$ cat config.mk
export PLATFORM = sky130hd
export DESIGN_NAME = param_data_source
export DESIGN_NICKNAME = d
export VERILOG_FILES = /design/src/rtl/param_data_source.sv
export SDC_FILE = /design/constraint.sdc
export NUM_CORES = 1
export LEC_CHECK = 0
export CELL_PAD_IN_SITES_DETAIL_PLACEMENT = 0
export CELL_PAD_IN_SITES_GLOBAL_PLACEMENT = 1
export CORE_ASPECT_RATIO = 1.75
export CORE_MARGIN = 2
export CORE_UTILIZATION = 33
export DETAILED_ROUTE_END_ITERATION = 10
export PLACE_DENSITY = 0.75
export SYNTH_ARGS = -nofsm -noshare
export SYNTH_HDL_FRONTEND = slang
export SYNTH_SLANG_ARGS = --single-unit
$ cat constraint.sdc
create_clock -name clk -period 2.13 [get_ports clk]
set_input_delay 0.213 -clock clk [delete_from_list [all_inputs] [get_ports clk]]
set_output_delay 0.213 -clock clk [all_outputs]
set_load 0.01 [all_outputs]
$ cat src/rtl/param_data_source.sv
// Burst data producer: on start, emits COUNT words SEED, SEED+STEP, ... over valid/ready, then pulses done.
// Optional even-parity output enabled by defining DATA_SOURCE_PARITY_EN.
module param_data_source #(
  parameter int unsigned SEED  = 1,
  parameter int unsigned WIDTH = 32,
  parameter int unsigned STEP  = 2,
  parameter int unsigned COUNT = 4
) (
  input  logic                          clk,
  input  logic                          rst,
  input  logic                          start,
  input  logic                          ready,
  output logic                          valid,
  output logic [WIDTH-1:0]              data,
  output logic                          busy,
  output logic                          done,
`ifdef DATA_SOURCE_PARITY_EN
  output logic                          parity,
`endif
  output logic [$clog2(COUNT+1)-1:0]    sent
);

  // state | meaning
  // IDLE  | waiting for start; outputs quiet, sent holds last burst count
  // SEND  | word on data with valid=1 until accepted; advances by STEP per transfer
  // DONE  | single-cycle done pulse, start ignored
  localparam int unsigned OFFSET = 1;
  localparam int unsigned CW     = $clog2(COUNT + 1);

  localparam logic [WIDTH-OFFSET:0] SEED_T = (WIDTH-OFFSET+1)'(SEED);
  localparam logic [WIDTH-OFFSET:0] STEP_T = (WIDTH-OFFSET+1)'(STEP);
  localparam logic [CW-1:0]         LAST_T = CW'(COUNT - 1);
  localparam logic [CW-1:0]         ONE_T  = CW'(1);

  typedef enum logic [1:0] {
    IDLE = 2'd0,
    SEND = 2'd1,
    DONE = 2'd2
  } state_t;

  state_t                state_q, state_d;
  logic [WIDTH-OFFSET:0] data_q,  data_d;
  logic                  valid_q, valid_d;
  logic                  busy_q,  busy_d;
  logic                  done_q,  done_d;
  logic [CW-1:0]         sent_q,  sent_d;

  always_ff @(posedge clk) begin
    if (rst) begin
      state_q <= IDLE;
      data_q  <= '0;
      valid_q <= 1'b0;
      busy_q  <= 1'b0;
      done_q  <= 1'b0;
      sent_q  <= '0;
    end else begin
      state_q <= state_d;
      data_q  <= data_d;
      valid_q <= valid_d;
      busy_q  <= busy_d;
      done_q  <= done_d;
      sent_q  <= sent_d;
    end
  end

  always_comb begin
    state_d = state_q;
    data_d  = data_q;
    valid_d = valid_q;
    busy_d  = busy_q;
    done_d  = 1'b0;
    sent_d  = sent_q;
    case (state_q)
      IDLE: begin
        if (start) begin
          data_d  = SEED_T;
          valid_d = 1'b1;
          busy_d  = 1'b1;
          sent_d  = '0;
          state_d = SEND;
        end
      end
      SEND: begin
        if (valid_q && ready) begin
          sent_d = sent_q + ONE_T;
          if (sent_q == LAST_T) begin
            valid_d = 1'b0;
            busy_d  = 1'b0;
            done_d  = 1'b1;
            state_d = DONE;
          end else begin
            // wraps modulo 2^WIDTH by construction of the operand widths
            data_d = data_q + STEP_T;
          end
        end
      end
      DONE: begin
        state_d = IDLE;
      end
      default: begin
        state_d = IDLE;
        valid_d = 1'b0;
        busy_d  = 1'b0;
      end
    endcase
  end

`ifdef DATA_SOURCE_PARITY_EN
  logic parity_q;

  // registered from data_d so it always matches the word currently on data
  always_ff @(posedge clk) begin
    if (rst) parity_q <= 1'b0;
    else     parity_q <= ^data_d;
  end

  assign parity = parity_q;
`endif

  assign valid = valid_q;
  assign data  = data_q;
  assign busy  = busy_q;
  assign done  = done_q;
  assign sent  = sent_q;

endmodule
# ---- Word-level counts from Yosys, hierarchy flattened
# Cells that the tools add are included.
dict set report totals {
  output_inout_bits 38
  regBits 39
  input_bits 4
  word_cells 41
}
dict set report classes {
  n_reduce_logical 8
  add_sub_neg 2
  muxes 16
  bitwise 3
  n_eq_ne 7
}
# cell count
set ops {}
lappend ops {{32-bit 2-to-1 mux} 3}
lappend ops {{32-bit one-hot mux with 2 select lines} 1}
lappend ops {{32-bit by 2-bit adder with 32-bit output (second input constant)} 1}
lappend ops {{2-bit inequality test (second input constant)} 4}
lappend ops {{4-bit AND reduction} 2}
lappend ops {{2-bit 2-to-1 mux} 3}
lappend ops {{3-bit 2-to-1 mux} 2}
lappend ops {{3-bit one-hot mux with 2 select lines} 1}
lappend ops {{3-bit AND reduction} 2}
lappend ops {{1-bit 2-to-1 mux} 4}
lappend ops {{2-bit one-hot mux with 2 select lines} 1}
lappend ops {{3-bit by 1-bit adder with 3-bit output (second input constant)} 1}
lappend ops {{3-bit by 2-bit equality test with 1-bit output (second input constant)} 1}
lappend ops {{1-bit inverter} 3}
lappend ops {{1-bit one-hot mux with 3 select lines} 1}
lappend ops {{3-bit OR reduction} 1}
lappend ops {{2-bit by 1-bit equality test with 1-bit output (second input constant)} 1}
lappend ops {{2-bit equality test (second input constant)} 1}
lappend ops {{2-bit logical NOT} 1}
lappend ops {{2-bit nonzero test} 1}
lappend ops {{1-bit logical AND} 1}

# ---- Depth between registers and ports, before layout
dict set report logic_depth {
  depth_word 4
  ltp_mapped 8
}

# ---- Worst setup path after synthesis
# Ideal clock, no wire load.
dict set report synth_timing {
  kind {flip-flop to flip-flop}
  startpoint {register sent_q[0] (netlist: sent[0])}
  endpoint {register data_q[31] (netlist: data[31])}
  path_buffers 0
  stages_incl_launch_ff 8
  arrival_ps 2240
  setup_ps 71
  setup_slack_ps -180
  synth_period_minus_slack_ps 2310
  required_ps 2059
  path_cell_list {dfxtp_1 -> ha_1 -> ha_1 -> and4b_4 -> o2111ai_4 -> or4_4 -> or3_1 -> a21oi_1}
}
dict set report synth_between {
  elab_chain_cells 3
}
# item line
set synth_lines {}
lappend synth_lines {{from (decl)} 46} ;# logic [CW-1:0] sent_q, sent_d;
lappend synth_lines {{from (signal assigned)} 62} ;# sent_q <= sent_d;
lappend synth_lines {{3-bit by 2-bit equality test with 1-bit output} 86} ;# if (sent_q == LAST_T) begin
lappend synth_lines {{2-bit inequality test (no source line)} n/a}
lappend synth_lines {{4-bit AND reduction (no source line)} n/a}
lappend synth_lines {{to (signal assigned)} 58} ;# data_q <= data_d;
lappend synth_lines {{to (decl)} 42} ;# logic [WIDTH-OFFSET:0] data_q, data_d;
# Every way passes these cells.
# A chain may end at the register's enable or synchronous reset.

# ---- Final worst setup path
# Ends and elaborated chain as after synthesis.

==> results.md <==
- Run status: finished clean
- Clk_lat worst skew: 0.29 ns
- Clock transition at the registers of the reported paths: 0.07 ns
- Worst VDD drop: 352 µV
- Vias/cell: 4.88
- Slowest CP cell: or4_4
- Antenna violations before repair: 0
- Crit path launch type: flip-flop
- Iter 0 DRT Violations: 36
- Seq/Total Area, Yosys: 42.6%
- Final slew viol count: 0
- First-pass GRT wire length: 7290 µm
- Post-DP HPWL: 3330 µm
- Crit-path cells: ha_4, ha_4, and4b_4, o2111ai_4, or4_4, or3_1, a21oi_1
- CTS tree: built
- Final setup fails: 0
- Sequential Area: 783 µm²
- P per Cell Area: 523 nW/µm²
- Cell variety after synth: 35
- Max-cap violations: 0
- Mapped Avg Cell Area: 8.64 µm²
- Total CTS buffers: 5
- All-Layer GR Usage: 15.8%
- Actual slew at the worst max-slew pin: 0.342 ns
- RSZ-0062 raised after global routing: yes
- Routed via count: 1656
- Number of global-route vias before repair: 1581
- Syn_nets: 220
- Number of buffers added on ports: 41
- Clk sinks: 39
- Fillers: 546
- Die X: 60.3 µm
- Fin Setup TNS: 0 ns
- Die area: 6190 µm²
- Final Power: 1.31 mW
- Ys Warns: 0
- CP dominant cell by count: ha_4
- Ports: 42
- Worst R2R Start: sent[0]
- Router iterations before antenna repair: 4
- Worst-case reg-to-reg path depth: 7
- Clock root cell: clkbuf_8
- DRT Wirelength: 4500 µm
- Final min period: 2.09 ns
- GRT overflow: 0
- Area Growth Syn to Fin: 36.9%
- Slew HR: 77.0%
- Footprint of the multi-input gates: 1030 µm²
- Critical path class: reg2reg
- Pleak: 0.901 nW
- Crit path capture type: flip-flop
- Period utilization: 98.1%
- Min-delay worst type: reg2reg
- Clock skew: 0.00916 ns
- CTS Buffer Depth: 2
- Initial Utilization: 34.6%
- Worst Hold End: state_q[0]
- Slowest cell delay on critical path: 0.44 ns
- GP Congestion: 0.761
- DIE HEIGHT: 103 µm
- H-tree Lvls: 2
- Hold path start: state_q[1]
- DRC: 0
- FF-to-FF setup slack: 0.04 ns
- Critical path data required time: 2.36 ns
- Most frequent cells in the layout: clkdlybuf4s50_1, nor2_1, dfxtp_1, xor2_1
- WL/cell: 13.3 µm
- WP data arrival: 2.32 ns
- Post-Syn Area: 1830 µm²
- Core area: 5300 µm²
- Final hold violations: 0
- Worst R2R End: data[31]
- Largest net degree at the start of global routing: 30
- Most common cell after layout, fill and taps aside: clkdlybuf4s50_1
- Count of state elements after synthesis: 39
- Number of routed nets with antenna violations: 0
- Synth Instances: 212
- Antenna Cells: 0
- Layout cell share with drive strength beyond 1: 10.6%
- Fin nets: 272
- Worst hold slack: 0.460 ns
- Site Rows: 35
- FMAX: 479 MHz
- Crit path max fanout: 4
- Hold path depth: 1
[logic make-up after synthesis]
kind of cell             after synthesis  synth area share, %
XOR/XNOR                              25                 12.0
AO/OA/AOI/OAI                         16                 6.42
adder cells (fa/ha/maj)                4                 2.73
buffers and inverters                 11                 2.73
multiplexers                           1                0.546
flip-flops                            39                 42.6
AND/OR/NAND/NOR                      116                 33.0
[area by class of cell]
class,instances,share of cell area [%]
Timing Repair Buffer,53,20.5
Multi-Input combinational cell,162,40.9
Clock buffer,7,3.04
Tap cell,74,3.69
Clock inverter,1,0.200
Inverter,3,0.449
Sequential cell,39,31.2
[synth_stat cells]
cell type / count / share of area [%]
buf_2: 1 / 0.27
mux2i_1: 1 / 0.55
nor4_1: 3 / 1.0
and3_1: 11 / 3.8
a21oi_1: 9 / 2.5
nand2_1: 12 / 2.5
nor2b_1: 1 / 0.34
nand4_1: 13 / 4.4
or3_1: 2 / 0.68
or4_4: 1 / 0.61
nand3b_1: 1 / 0.41
a21bo_2: 1 / 0.55
and4_1: 3 / 1.4
nor3_1: 6 / 1.6
ha_1: 4 / 2.7
or2_0: 1 / 0.34
a22oi_1: 1 / 0.41
o21ai_0: 2 / 0.55
or2_2: 1 / 0.34
xnor2_1: 7 / 3.3
buf_1: 2 / 0.41
inv_1: 3 / 0.61
and2b_4: 1 / 0.55
o21a_1: 1 / 0.41
and4b_4: 1 / 0.75
o2111ai_4: 1 / 1.4
nor2_1: 37 / 7.6
nand3_1: 13 / 3.6
and2_1: 8 / 2.7
dfxtp_1: 39 / 43
xor2_1: 18 / 8.6
clkbuf_1: 3 / 0.61
o2111a_1: 1 / 0.61
nand2b_1: 1 / 0.34
buf_4: 2 / 0.82
[critical path: cells and delay by family (launching register included)]
kind	cells	cell delay (ns)
fa+ha+maj	2	0.31
compound gates	2	0.27
simple gates	3	1.10
flops	1	0.34
[metrics by stage]
step	setup slack [ns]	cell area, µm²	std cells	utilization (%)
floorplan	0.00736	1840	212	-
detailed placement	-0.00448	2400	330	45.2
CTS	0.000500	2480	338	46.8
finish	0.0415	2510	339	47.3
global route	-0.0252	2510	339	47.3
global placement	0.0119	2400	330	45.2
[routing by layer]
layer	global-route usage [%]	routed length [µm]
met5	0	0
met4	8.03	130
met3	3.26	144
met2	28.7	2410
met1	16.6	1810
[state kept, by name, indices dropped and copies added (netlist names)]
| name | cells |
|---|---|
| done | 1 |
| state_q | 2 |
| data | 32 |
| busy | 1 |
| sent | 3 |
[where the power goes]
group          switching, mW  internal (mW)  leakage (nW)
logic                 0.0477         0.0409         0.543
registers            0.00656          0.735         0.316
clock network          0.252          0.230        0.0422
total                  0.306           1.01         0.901
[timing repair]
action                     CTS  global route
hold buffers                 0             0
buffers inserted             0             1
setup endpoints to repair    0             2
gates resized for setup      0             3
[how the worst max path moves through the flow]
stage	start	end	slack, ns	depth (start not counted)
after global routing	sent[0]	data[31]	-0.03	7
final	sent[0]	data[31]	0.04	7
after CTS	sent[0]	data[31]	0.0005	7
after floorplan	sent[1]	data[31]	0.007	7
after global placement	ready	data[31]	0.01	6
after detailed placement	ready	data[31]	-0.004	6
Power figures use the tool's default switching activity.
